`config.mk`:
```
export PLATFORM = sky130hd
export DESIGN_NAME = uart_wb_master
export DESIGN_NICKNAME = d
export VERILOG_FILES = /design/src/rtl/uart_wb_master.sv
export SDC_FILE = /design/constraint.sdc
export NUM_CORES = 1
export LEC_CHECK = 0
export CAP_MARGIN = 20
export CORE_MARGIN = 2
export CORE_UTILIZATION = 32
export DETAILED_ROUTE_END_ITERATION = 10
export HOLD_SLACK_MARGIN = 0.03
export SYNTH_ARGS = -nofsm -noshare
export SYNTH_HDL_FRONTEND = slang
export SYNTH_SLANG_ARGS = --single-unit
```
`constraint.sdc`:
```
create_clock -name wb_clk_i -period 5.2 [get_ports wb_clk_i]
set_input_delay 0.78 -clock wb_clk_i [delete_from_list [all_inputs] [get_ports wb_clk_i]]
set_output_delay 0.78 -clock wb_clk_i [all_outputs]
set_load 0.03 [all_outputs]
```
`src/rtl/uart_wb_master.sv`:
```
// uart_wb_master: serial host command frames -> one Wishbone classic read/write each, reply sent back over serial.
// Latency: Wishbone cycle starts the cycle after the last frame byte; reply starts the cycle after ack or timeout.
// Backpressure: none on the serial input; bytes arriving while a transaction or reply is in progress are dropped.
// Optional: define UART_WB_FRAME_GAP_EN to abandon frames whose bytes are more than FRAME_GAP cycles apart.
module uart_wb_master #(
    parameter int CLKS_PER_BIT = 434,
    parameter int WB_TIMEOUT   = 255,
    parameter int FRAME_GAP    = 10000
) (
    input  logic        wb_clk_i,
    input  logic        wb_rstn_i,
    input  logic        uart_rx_i,
    output logic        uart_tx_o,
    output logic        wbs_cyc_o,
    output logic        wbs_stb_o,
    output logic        wbs_we_o,
    output logic [3:0]  wbs_sel_o,
    output logic [31:0] wbs_adr_o,
    output logic [31:0] wbs_dat_o,
    input  logic [31:0] wbs_dat_i,
    input  logic        wbs_ack_i,
    output logic        busy_o
);

    localparam int CW = $clog2(CLKS_PER_BIT);
    localparam int TW = $clog2(WB_TIMEOUT + 1);
    localparam logic [CW-1:0] BIT_LAST  = CW'(CLKS_PER_BIT - 1);
    localparam logic [CW-1:0] HALF_LAST = CW'(CLKS_PER_BIT / 2 - 1);
    localparam logic [TW-1:0] TO_LAST   = TW'(WB_TIMEOUT - 1);

    // ------------------------------------------------------------------ RX
    typedef enum logic [1:0] {RX_IDLE, RX_START, RX_DATA, RX_STOP} rx_state_e;

    rx_state_e       rx_st_q, rx_st_d;
    logic            rx_meta_q, rx_sync_q, rx_prev_q;
    logic [CW-1:0]   rx_clk_q, rx_clk_d;
    logic [2:0]      rx_bit_q, rx_bit_d;
    logic [7:0]      rx_shift_q, rx_shift_d;
    logic            rx_vld;

    // Two-flop synchroniser plus one history flop for falling-edge detection
    always_ff @(posedge wb_clk_i or negedge wb_rstn_i) begin
        if (!wb_rstn_i) begin
            rx_meta_q <= 1'b1;
            rx_sync_q <= 1'b1;
            rx_prev_q <= 1'b1;
        end else begin
            rx_meta_q <= uart_rx_i;
            rx_sync_q <= rx_meta_q;
            rx_prev_q <= rx_sync_q;
        end
    end

    // RX state register
    always_ff @(posedge wb_clk_i or negedge wb_rstn_i) begin
        if (!wb_rstn_i) begin
            rx_st_q    <= RX_IDLE;
            rx_clk_q   <= '0;
            rx_bit_q   <= '0;
            rx_shift_q <= '0;
        end else begin
            rx_st_q    <= rx_st_d;
            rx_clk_q   <= rx_clk_d;
            rx_bit_q   <= rx_bit_d;
            rx_shift_q <= rx_shift_d;
        end
    end

    // RX bit timing: half-bit start check, then centre sampling LSB first; stop must be high
    always_comb begin
        rx_st_d    = rx_st_q;
        rx_clk_d   = rx_clk_q;
        rx_bit_d   = rx_bit_q;
        rx_shift_d = rx_shift_q;
        rx_vld     = 1'b0;
        unique case (rx_st_q)
            RX_IDLE: begin
                if (rx_prev_q && !rx_sync_q) begin
                    rx_st_d  = RX_START;
                    rx_clk_d = '0;
                end
            end
            RX_START: begin
                if (rx_clk_q == HALF_LAST) begin
                    rx_clk_d = '0;
                    rx_bit_d = '0;
                    rx_st_d  = rx_sync_q ? RX_IDLE : RX_DATA;
                end else begin
                    rx_clk_d = rx_clk_q + CW'(1);
                end
            end
            RX_DATA: begin
                if (rx_clk_q == BIT_LAST) begin
                    rx_clk_d   = '0;
                    rx_shift_d = {rx_sync_q, rx_shift_q[7:1]};
                    rx_bit_d   = rx_bit_q + 3'd1;
                    if (rx_bit_q == 3'd7) rx_st_d = RX_STOP;
                end else begin
                    rx_clk_d = rx_clk_q + CW'(1);
                end
            end
            RX_STOP: begin
                if (rx_clk_q == BIT_LAST) begin
                    rx_clk_d = '0;
                    rx_st_d  = RX_IDLE;
                    rx_vld   = rx_sync_q;
                end else begin
                    rx_clk_d = rx_clk_q + CW'(1);
                end
            end
            default: rx_st_d = RX_IDLE;
        endcase
    end

    // ------------------------------------------------------------------ TX
    logic [9:0]      tx_shift_q, tx_shift_d;
    logic [3:0]      tx_bit_q, tx_bit_d;
    logic [CW-1:0]   tx_clk_q, tx_clk_d;
    logic            tx_act_q, tx_act_d;
    logic            tx_load;
    logic [7:0]      tx_byte;
    logic            tx_done;

    assign tx_done   = tx_act_q && (tx_clk_q == BIT_LAST) && (tx_bit_q == 4'd9);
    assign uart_tx_o = tx_shift_q[0];

    // TX register; all-ones shift register keeps the line idle high
    always_ff @(posedge wb_clk_i or negedge wb_rstn_i) begin
        if (!wb_rstn_i) begin
            tx_shift_q <= '1;
            tx_bit_q   <= '0;
            tx_clk_q   <= '0;
            tx_act_q   <= 1'b0;
        end else begin
            tx_shift_q <= tx_shift_d;
            tx_bit_q   <= tx_bit_d;
            tx_clk_q   <= tx_clk_d;
            tx_act_q   <= tx_act_d;
        end
    end

    // TX shifter; a load on the final stop-bit cycle chains bytes back-to-back
    always_comb begin
        tx_shift_d = tx_shift_q;
        tx_bit_d   = tx_bit_q;
        tx_clk_d   = tx_clk_q;
        tx_act_d   = tx_act_q;
        if (tx_load) begin
            tx_shift_d = {1'b1, tx_byte, 1'b0};
            tx_bit_d   = '0;
            tx_clk_d   = '0;
            tx_act_d   = 1'b1;
        end else if (tx_act_q) begin
            if (tx_clk_q == BIT_LAST) begin
                tx_clk_d   = '0;
                tx_shift_d = {1'b1, tx_shift_q[9:1]};
                tx_bit_d   = tx_bit_q + 4'd1;
                if (tx_done) tx_act_d = 1'b0;
            end else begin
                tx_clk_d = tx_clk_q + CW'(1);
            end
        end
    end

    // -------------------------------------------------------------- parser
    typedef enum logic [2:0] {P_IDLE, P_ADDR, P_DATA, P_WB, P_RESP} p_state_e;

    p_state_e        p_st_q, p_st_d;
    logic [1:0]      p_cnt_q, p_cnt_d;
    logic            wr_q, wr_d;
    logic            cyc_q, cyc_d;
    logic            we_q, we_d;
    logic [3:0]      sel_q, sel_d;
    logic [31:0]     adr_q, adr_d;
    logic [31:0]     dat_q, dat_d;
    logic [TW-1:0]   to_q, to_d;
    logic [31:0]     resp_q, resp_d;
    logic [1:0]      left_q, left_d;
    logic            start_wb;
`ifdef UART_WB_FRAME_GAP_EN
    localparam int GW = $clog2(FRAME_GAP + 1);
    localparam logic [GW-1:0] GAP_LAST = GW'(FRAME_GAP - 1);
    logic [GW-1:0]   gap_q, gap_d;

    // Inter-byte idle counter, only meaningful while a frame is being assembled
    always_ff @(posedge wb_clk_i or negedge wb_rstn_i) begin
        if (!wb_rstn_i) gap_q <= '0;
        else            gap_q <= gap_d;
    end
`endif

    assign wbs_cyc_o = cyc_q;
    assign wbs_stb_o = cyc_q;
    assign wbs_we_o  = we_q;
    assign wbs_sel_o = sel_q;
    assign wbs_adr_o = adr_q;
    assign wbs_dat_o = dat_q;
    assign busy_o    = (p_st_q != P_IDLE);

    // Parser / bus / response state register
    always_ff @(posedge wb_clk_i or negedge wb_rstn_i) begin
        if (!wb_rstn_i) begin
            p_st_q  <= P_IDLE;
            p_cnt_q <= '0;
            wr_q    <= 1'b0;
            cyc_q   <= 1'b0;
            we_q    <= 1'b0;
            sel_q   <= '0;
            adr_q   <= '0;
            dat_q   <= '0;
            to_q    <= '0;
            resp_q  <= '0;
            left_q  <= '0;
        end else begin
            p_st_q  <= p_st_d;
            p_cnt_q <= p_cnt_d;
            wr_q    <= wr_d;
            cyc_q   <= cyc_d;
            we_q    <= we_d;
            sel_q   <= sel_d;
            adr_q   <= adr_d;
            dat_q   <= dat_d;
            to_q    <= to_d;
            resp_q  <= resp_d;
            left_q  <= left_d;
        end
    end

    // Frame assembly, Wishbone handshake with timeout, and reply byte sequencing
    always_comb begin
        p_st_d   = p_st_q;
        p_cnt_d  = p_cnt_q;
        wr_d     = wr_q;
        cyc_d    = cyc_q;
        we_d     = we_q;
        sel_d    = sel_q;
        adr_d    = adr_q;
        dat_d    = dat_q;
        to_d     = to_q;
        resp_d   = resp_q;
        left_d   = left_q;
        start_wb = 1'b0;
        tx_load  = 1'b0;
        unique case (p_st_q)
            P_IDLE: begin
                if (rx_vld && (rx_shift_q == 8'h57 || rx_shift_q == 8'h52)) begin
                    p_st_d  = P_ADDR;
                    p_cnt_d = '0;
                    wr_d    = (rx_shift_q == 8'h57);
                end
            end
            P_ADDR: begin
                if (rx_vld) begin
                    adr_d   = {adr_q[23:0], rx_shift_q};
                    p_cnt_d = p_cnt_q + 2'd1;
                    if (p_cnt_q == 2'd3) begin
                        if (wr_q) p_st_d = P_DATA;
                        else      start_wb = 1'b1;
                    end
                end
            end
            P_DATA: begin
                if (rx_vld) begin
                    dat_d   = {dat_q[23:0], rx_shift_q};
                    p_cnt_d = p_cnt_q + 2'd1;
                    if (p_cnt_q == 2'd3) start_wb = 1'b1;
                end
            end
            P_WB: begin
                if (wbs_ack_i) begin
                    cyc_d   = 1'b0;
                    we_d    = 1'b0;
                    p_st_d  = P_RESP;
                    tx_load = 1'b1;
                    resp_d  = wr_q ? {8'h4B, 24'h0} : wbs_dat_i;
                    left_d  = wr_q ? 2'd0 : 2'd3;
                end else if (to_q == TO_LAST) begin
                    cyc_d   = 1'b0;
                    we_d    = 1'b0;
                    p_st_d  = P_RESP;
                    tx_load = 1'b1;
                    resp_d  = {8'h45, 24'h0};
                    left_d  = 2'd0;
                end else begin
                    to_d = to_q + TW'(1);
                end
            end
            P_RESP: begin
                if (tx_done) begin
                    if (left_q == 2'd0) begin
                        p_st_d = P_IDLE;
                    end else begin
                        resp_d  = {resp_q[23:0], 8'h00};
                        left_d  = left_q - 2'd1;
                        tx_load = 1'b1;
                    end
                end
            end
            default: p_st_d = P_IDLE;
        endcase
        if (start_wb) begin
            p_st_d = P_WB;
            cyc_d  = 1'b1;
            we_d   = wr_q;
            sel_d  = 4'hF;
            to_d   = '0;
        end
`ifdef UART_WB_FRAME_GAP_EN
        gap_d = '0;
        if (p_st_q == P_ADDR || p_st_q == P_DATA) begin
            if (rx_vld) begin
                gap_d = '0;
            end else if (gap_q == GAP_LAST) begin
                p_st_d = P_IDLE;
            end else begin
                gap_d = gap_q + GW'(1);
            end
        end
`endif
        tx_byte = resp_d[31:24];
    end

endmodule

```
== Word-level counts from Yosys, hierarchy flattened ==
Index checks and enable logic that the tools add are counted.

* Register bits: 164
* Output and inout port bits: 73
* Word-level logic and storage cells: 171

* Add/subtract/negate cells: 7
* Equality and inequality tests: 36
* Mux-type cells: 74
* Reduce and logical (&&, ||, !) cells: 31

{| class="wikitable"
|+ Operator list
! cell !! number
|-
| 32-bit 2-to-1 mux || 5
|-
| 32-bit one-hot mux with 2 select lines || 1
|-
| 9-bit 2-to-1 mux || 6
|-
| 3-bit 2-to-1 mux || 11
|-
| 8-bit 2-to-1 mux || 4
|-
| 10-bit 2-to-1 mux || 3
|-
| 9-bit one-hot mux with 3 select lines || 1
|-
| 2-bit 2-to-1 mux || 13
|-
| 3-bit inequality test (second input constant) || 7
|-
| 1-bit 2-to-1 mux || 20
|-
| 2-bit inequality test (second input constant) || 10
|-
| 9-bit by 1-bit adder with 9-bit output (second input constant) || 2
|-
| 9-bit == test (second input constant) || 2
|-
| 8-bit by 7-bit == test with 1-bit output (second input constant) || 2
|-
| 3-bit one-hot mux with 5 select lines || 1
|-
| 4-bit 2-to-1 mux || 3
|-
| 2-bit AND reduction || 6
|-
| 2-bit nonzero test || 6
|-
| 9-bit by 8-bit == test with 1-bit output (second input constant) || 1
|-
| 3-bit AND reduction || 3
|-
| 8-bit by 1-bit adder with 8-bit output (second input constant) || 1
|-
| 8-bit == test (second input constant) || 1
|-
| 2-bit one-hot mux with 2 select lines || 2
|-
| 2-bit one-hot mux with 4 select lines || 1
|-
| 24 further kinds || 36
|}

== Logic depth before layout (Yosys ltp) ==
Gate-level depths: netlist of the first run.

* Word-level depth: 7
* Gate-level depth with buffers: 9
* Gate-level depth less buffers: 7

== Least setup slack after synthesis of the first run ==
Ideal clock, no wire load.

* Kind: reg2reg
* Start: reg rx_clk_q[1]
* End: reg rx_shift_q[0]
* Arrival: 1812 ps
* Required time: 5075 ps
* Path slack: 3263 ps
* Stages on the path, launching flop included: 8
* Path buffers: 0
* Path through: dfrtp_1 inv_1 ha_1 and4b_1 and4b_1 nand2_2 nor2_2 mux2_2

* Cells in the longest elaborated chain, start to end: 2

{| class="wikitable"
|+ RTL lines
! element !! line !! source
|-
| from (decl) || 36 || <nowiki>logic [CW-1:0] rx_clk_q, rx_clk_d;</nowiki>
|-
| from (signal assigned) || 63 || <nowiki>rx_clk_q <= rx_clk_d;</nowiki>
|-
| 9-bit == test || 93 || <nowiki>if (rx_clk_q == BIT_LAST) begin</nowiki>
|-
| 2-bit AND reduction (no source line) || -- ||
|-
| to (signal assigned) || 65 || <nowiki>rx_shift_q <= rx_shift_d;</nowiki>
|-
| to (decl) || 38 || <nowiki>logic [7:0] rx_shift_q, rx_shift_d;</nowiki>
|}

Every way passes these cells.
A chain may end at the register's enable or synchronous reset.

== Worst setup path in the final report of the first run ==
* Start: reg left_q[0]
* End: reg tx_shift_q[2]

* Cells in the longest elaborated chain, start to end: 6
* Elaborated cells on any way between the ends: 11

{| class="wikitable"
|+ RTL lines
! element !! line !! source
|-
| from (decl) || 178 || <nowiki>logic [1:0] left_q, left_d;</nowiki>
|-
| from (signal assigned) || 225 || <nowiki>left_q <= left_d;</nowiki>
|-
| 2-bit logical NOT * || 290 || <nowiki>if (left_q == 2'd0) begin</nowiki>
|-
| 1-bit 2-to-1 mux || 290 ||
|-
| 1-bit 2-to-1 mux || 289 || <nowiki>if (tx_done) begin</nowiki>
|-
| 1-bit one-hot mux with 2 select lines || 244 || <nowiki>unique case (p_st_q)</nowiki>
|-
| 2-bit nonzero test (no source line) || -- ||
|-
| 2-bit AND reduction (no source line) || -- ||
|-
| to (signal assigned) || 135 || <nowiki>tx_shift_q <= tx_shift_d;</nowiki>
|-
| to (decl) || 116 || <nowiki>logic [9:0] tx_shift_q, tx_shift_d;</nowiki>
|}

Every way passes the cells marked *; elsewhere a longest branch is shown, timed or not. The select of a mux whose other input is x is not followed.

==> results of run 1 <==
[report_power, final]
group | internal [mW] | switching [mW]
Sequential | 1.52 | 0.221
Combinational | 0.330 | 0.364
Clock | 0.728 | 0.539
Total | 2.58 | 1.12
[flip-flops by register name (all words and copies together), names as in the netlist, 2 cells and up, named ones only]
register / flops
wbs_adr_o: 32
wbs_dat_o: 32
resp_q: 30
rx_clk_q: 9
tx_clk_q: 9
tx_shift_q: 9
rx_shift_q: 8
to_q: 8
tx_bit_q: 4
p_st_q: 3
rx_bit_q: 3
left_q: 2
p_cnt_q: 2
[worst register-to-register path, cell delays in order (launching register included)]
cell and delay (ns):
dfrtp_1 0.35, inv_1 0.06, ha_1 0.25, nor4b_2 0.33
nand4_1 0.81, o21a_1 0.66, and3_1 0.28, a41oi_1 0.18
[worst min path at each step]
stage                   start         to  slack [ns]
floorplan           rx_meta_q  rx_sync_q        0.35
global placement    rx_meta_q  rx_sync_q        0.35
detailed placement  rx_meta_q  rx_sync_q        0.35
CTS                 rx_meta_q  rx_sync_q        0.37
global route        rx_meta_q  rx_sync_q        0.38
finish              rx_meta_q  rx_sync_q        0.36
[metal layers]
| metal | vias to the layer above | GRT usage |
|---|---|---|
| met2 | 115 | 0.215 |
| met3 | 10 | 0.0334 |
| met4 | 0 | 0.0429 |
| met5 | - | 0 |
| met1 | 2651 | 0.194 |
| li1 | 2568 | - |
[through the flow]
step | total power, mW | hold WS [ns] | util | std cells
final | 3.70 | 0.365 | 0.406 | 1088
after global routing | 3.91 | 0.378 | 0.406 | 1088
after CTS | 3.75 | 0.371 | 0.406 | 1088
after detailed placement | 2.46 | 0.347 | 0.381 | 1056
after global placement | 2.43 | 0.347 | 0.381 | 1056
after floorplan | 2.24 | 0.345 | - | 657
[cell usage after synthesis, drive strengths merged (12+ instances only)]
master  number  share of area
nor2        48          0.024
dfrtp      149           0.49
ha          13          0.021
o21ai       39          0.026
buf         27          0.023
dfstp       12          0.042
nor3        13          0.012
mux2        73           0.12
nand3       21          0.015
inv         17         0.0084
nand2       59          0.030
a21oi       38          0.026
[cell type report]
| cell class | instances | area, um^2 |
|---|---|---|
| Fill cell | 2303 | 13900 |
| Sequential cell | 161 | 4040 |
| Multi-Input combinational cell | 447 | 3300 |
| Timing Repair Buffer | 112 | 1110 |
| Clock buffer | 18 | 439 |
| Tap cell | 319 | 399 |
| Clock inverter | 14 | 155 |
| Inverter | 17 | 63.8 |
[kinds of logic (layout without fill, tap and decap cells)]
family,Yosys count,after routing,share of synthesized area
compound gates,133,133,0.113
flops,161,161,0.533
mux,77,77,0.128
buf+inv,49,161,0.0336
fa+ha+maj,13,13,0.0214
xor+xnor,14,14,0.0161
simple gates,210,210,0.155
==> flow_metrics.env, run 1 <==
export IMPL_crit_fanout=24
export IMPL_cts_tree="done"
export IMPL_final_hold_violation_count=0
export IMPL_placed_area_mm2=0.00892
export IMPL_insertion_delay_ns=0.43
export IMPL_slew_violations=0
export IMPL_synth_edf_count=0
export IMPL_status="completed"
export IMPL_cts_buffer_depth=2
export IMPL_syn_nets=706
export IMPL_final_common_cell="dfrtp_1"
export IMPL_grt_max_degree=78
export IMPL_cp_required_ns=5.54
export IMPL_r2r_setup_slack_ns=2.21
export IMPL_path_buf_inv=1
export IMPL_die_h_um=158
export IMPL_dr_wl_met2_um=7520
export IMPL_cp_arrival_ns=3.33
export IMPL_antenna_found_initial=0
export IMPL_worst_path_largest_cell_delay_ns=0.81
export IMPL_crit_cells=7
export IMPL_io_buffers=108
export IMPL_nNetsFinal=805
export IMPL_fp_dieArea_mm2=0.0250
export IMPL_critPathKind="register to register"
export IMPL_setup_viol=0
export IMPL_synth_cell_type_count=77
export IMPL_cp_start_kind="register"
export IMPL_wl_um=16600
export IMPL_hpwl_um=11200
export IMPL_fin_skew_ns=0.0117
export IMPL_vias=5344
export IMPL_io_pins=109
export IMPL_drc=0
export IMPL_p_leak_nw=4.37
export IMPL_layout_common_cells="dfrtp_1, clkdlybuf4s50_1, nand2_1"
export IMPL_drv_cap=0
export IMPL_clk_pin_slew_ns=0.07
export IMPL_worst_path_max_delay_cell="nand4_1"
export IMPL_cts_hold_buf=0
export IMPL_ys_flop_type="dfrtp_1"
export IMPL_end_kind="register"
export IMPL_r2r_end="tx_shift_q[2]"
export IMPL_fmax_ghz=0.335
export IMPL_met3_length_um=766
export IMPL_grt_pass1_vias=5255
export IMPL_top_layer_used="met4"
export IMPL_critical_path_top_delay_family="simple AND/OR/NAND/NOR gates"
export IMPL_ys_seq_elements=161
export IMPL_yosysSeqAreaShare=0.533
export IMPL_startpoint="left_q[0]"
export IMPL_ant_nets=0
export IMPL_ys_warn_count=0
export IMPL_synthesis_area_mm2=0.00759
export IMPL_rsz0062_at_grt="no"
export IMPL_place_ws_ns=2.22
export IMPL_cts_num_sinks=161
export IMPL_antenna_cells=0
export IMPL_reg2regPathDepth=7
export IMPL_place_congestion=0.801
export IMPL_hold_depth=0
export IMPL_fin_area_mm2=0.00951
export IMPL_powerDensity_mw_per_mm2=389
export IMPL_placementRows=56
export IMPL_synthToLayoutAreaGrowth_pct=25.3
export IMPL_start_util=0.324
export IMPL_cts_repair_resized=0
export IMPL_tns_ns=0
export IMPL_crit_chain="inv_1 -> ha_1 -> nor4b_2 -> nand4_1 -> o21a_1 -> and3_1 -> a41oi_1"
export IMPL_ir_drop_uv=225
export IMPL_timing_rr_start="left_q[0]"
export IMPL_floorplan_die_width_um=158
export IMPL_relSlewSlack=0.325
export IMPL_dr_pass1_iters=5
export IMPL_async_flop_share=1.00
export IMPL_tightest_slew_ns=1.01
export IMPL_grt_overflow=0
export IMPL_min_period_over_period=0.575
export IMPL_drive_above_1_share=0.191
export IMPL_vias_per_cell=4.91
export IMPL_syn_inst=657
export IMPL_hold_path_class="register to register"
export IMPL_syn_area_per_cell_um2=11.6
export IMPL_critPathCapture="tx_shift_q[2]"
export IMPL_coreArea_mm2=0.0234
export IMPL_cts_setup_buffers=0
export IMPL_cts_root_buf="clkbuf_16"
export IMPL_grt_use_total=0.139
export IMPL_grt_pass1_wl_um=27500
export IMPL_cts_max_level=4
export IMPL_period_needed_ns=2.99
export IMPL_worst_slack_ns=2.21
export IMPL_drt_iter0_drc=326
export IMPL_routed_wire_length_per_instance_um=15.3
export IMPL_routedLengthMet1_um=8190
export IMPL_numCtsBuffers=17
Note: power is estimated with default switching activity, not from simulation.
==> run 2: changes to the inputs <==
==> constraint.sdc (replaced) <==
create_clock -name wb_clk_i -period 2.62 [get_ports wb_clk_i]
set_input_delay 0.393 -clock wb_clk_i [delete_from_list [all_inputs] [get_ports wb_clk_i]]
set_output_delay 0.393 -clock wb_clk_i [all_outputs]
set_load 0.03 [all_outputs]
==> run 2 against run 1 <==
  * Via count shrank 0.95%
  * Hold slack improved by 0.0010 ns
  * Cell area is 1.5% higher
  * Combinational power increased by 100%
  * Critical path type is now register to output pin
  * Largest cell class unchanged
  * Largest power group unchanged
==> flow_metrics.env, run 2 (synthesized netlist as in run 1, its figures left out) <==
export IMPL_floorplan_die_width_um=158
export IMPL_cts_buffer_depth=2
export IMPL_placed_area_mm2=0.00906
export IMPL_hold_start="rx_meta_q"
export IMPL_place_ws_ns=0.461
export IMPL_clk_pin_slew_ns=0.07
export IMPL_final_hold_violation_count=0
export IMPL_total_power_mw=7.31
export IMPL_layout_common_cells="dfrtp_1, clkdlybuf4s50_1, nand2_1"
export IMPL_setup_viol=0
export IMPL_fp_dieArea_mm2=0.0250
export IMPL_rsz0062_at_grt="no"
export IMPL_reg2regPathDepth=7
export IMPL_fin_skew_ns=0.0134
export IMPL_critPathCapture="busy_o"
export IMPL_p_leak_nw=4.44
export IMPL_cts_max_level=4
export IMPL_wl_um=16400
export IMPL_r2r_setup_slack_ns=0.45
export IMPL_ir_drop_uv=400
export IMPL_dr_pass1_iters=6
export IMPL_cp_required_ns=2.23
export IMPL_fill_cells=2248
export IMPL_worst_slack_ns=0.170
export IMPL_timing_hold_ws_ns=0.366
export IMPL_grt_pass1_vias=5244
export IMPL_powerDensity_mw_per_mm2=757
export IMPL_tns_ns=0
export IMPL_grt_overflow=0
export IMPL_slew_violations=0
export IMPL_crit_fanout=15
export IMPL_drc=0
export IMPL_synthToLayoutAreaGrowth_pct=27.2
export IMPL_place_congestion=0.812
export IMPL_multiInputGateArea_mm2=0.00330
export IMPL_fmax_ghz=0.408
export IMPL_end_kind="output pin"
export IMPL_cts_setup_buffers=0
export IMPL_regArea_mm2=0.00404
export IMPL_cp_arrival_ns=2.06
export IMPL_place_inst=1068
export IMPL_timing_rr_start="rx_clk_q[1]"
export IMPL_hpwl_um=11400
export IMPL_io_buffers=108
export IMPL_fin_area_mm2=0.00966
export IMPL_critPathKind="register to output pin"
export IMPL_die_h_um=158
export IMPL_cts_num_sinks=161
export IMPL_r2r_end="rx_shift_q[7]"
export IMPL_ant_nets=0
export IMPL_postLayoutCoreUtil=0.413
export IMPL_placementRows=56
export IMPL_drt_iter0_drc=291
export IMPL_drive_above_1_share=0.205
export IMPL_start_util=0.324
export IMPL_antenna_cells=0
export IMPL_layoutNonFillerInstCount=1101
export IMPL_tightest_slew_ns=0.625
export IMPL_startpoint="p_st_q[1]"
export IMPL_grt_use_total=0.140
export IMPL_coreArea_mm2=0.0234
export IMPL_final_common_cell="dfrtp_1"
export IMPL_vias=5293
export IMPL_relSlewSlack=0.583
export IMPL_cts_root_buf="clkbuf_16"
export IMPL_period_needed_ns=2.45
export IMPL_io_pins=109
export IMPL_numCtsBuffers=17
export IMPL_hold_path_class="register to register"
export IMPL_grt_pass1_wl_um=27600
export IMPL_insertion_delay_ns=0.43
export IMPL_cp_start_kind="register"
export IMPL_grt_max_degree=67
export IMPL_cts_tree="done"
export IMPL_status="completed"
export IMPL_antenna_found_initial=0
export IMPL_drv_cap=0
export IMPL_nNetsFinal=818
export IMPL_routed_wire_length_per_instance_um=14.9
export IMPL_vias_per_cell=4.81
export IMPL_min_period_over_period=0.935
[run 2: worst min path at each step]
| stage | to | cells after the start |
|---|---|---|
| 2_1_floorplan | asynchronous set/reset pin | 0 |
| 3_3_place_gp | rx_sync_q | 0 |
| 3_5_place_dp | rx_sync_q | 0 |
| 4_1_cts | rx_meta_q | 1 |
| 5_1_grt | rx_meta_q | 1 |
| 6_report | rx_sync_q | 0 |
[run 2: routing by layer]
layer / track usage / wire (um) / vias up
met5: 0 / 0 / -
met4: 0.0459 / 221 / 0
li1: - / - / 2600
met1: 0.200 / 8230 / 2557
met3: 0.0364 / 753 / 14
met2: 0.205 / 7250 / 122
[run 2: timing repair]
item	in CTS	in global routing
hold endpoints to repair	61	0
endpoints found under the setup margin	0	1
gates resized for setup	0	1
hold buffers	1	0
[run 2: power breakdown]
group | internal [mW] | switching [mW] | leakage [nW]
Combinational | 0.685 | 0.735 | 2.06
Sequential | 3.01 | 0.436 | 2.10
Clock | 1.28 | 1.17 | 0.286
[run 2: critical path, stage by stage, from the launching register on]
cell and delay [ns]:
dfrtp_1 0.68, nor3_2 0.12, inv_1 0.14, clkdlybuf4s50_1 0.69
[run 2: layout make-up]
| cell class | count | share of cell area |
|---|---|---|
| Clock inverter | 15 | 0.0166 |
| Timing Repair Buffer | 125 | 0.131 |
| Sequential cell | 161 | 0.419 |
| Multi-Input combinational cell | 447 | 0.342 |
| Inverter | 17 | 0.00661 |
| Clock buffer | 17 | 0.0440 |
| Tap cell | 319 | 0.0413 |
==> run 3: changes to the inputs <==
--- a/config.mk
+++ b/config.mk
@@ -5,7 +5,7 @@
 export SDC_FILE = /design/constraint.sdc
 export NUM_CORES = 1
 export LEC_CHECK = 0
-export CAP_MARGIN = 20
+export ABC_CLOCK_PERIOD_IN_PS = 2620
 export CORE_MARGIN = 2
 export CORE_UTILIZATION = 32
 export DETAILED_ROUTE_END_ITERATION = 10
==> results of run 3 <==
The final DEF is identical to that of run 2; final timing and power are the same.
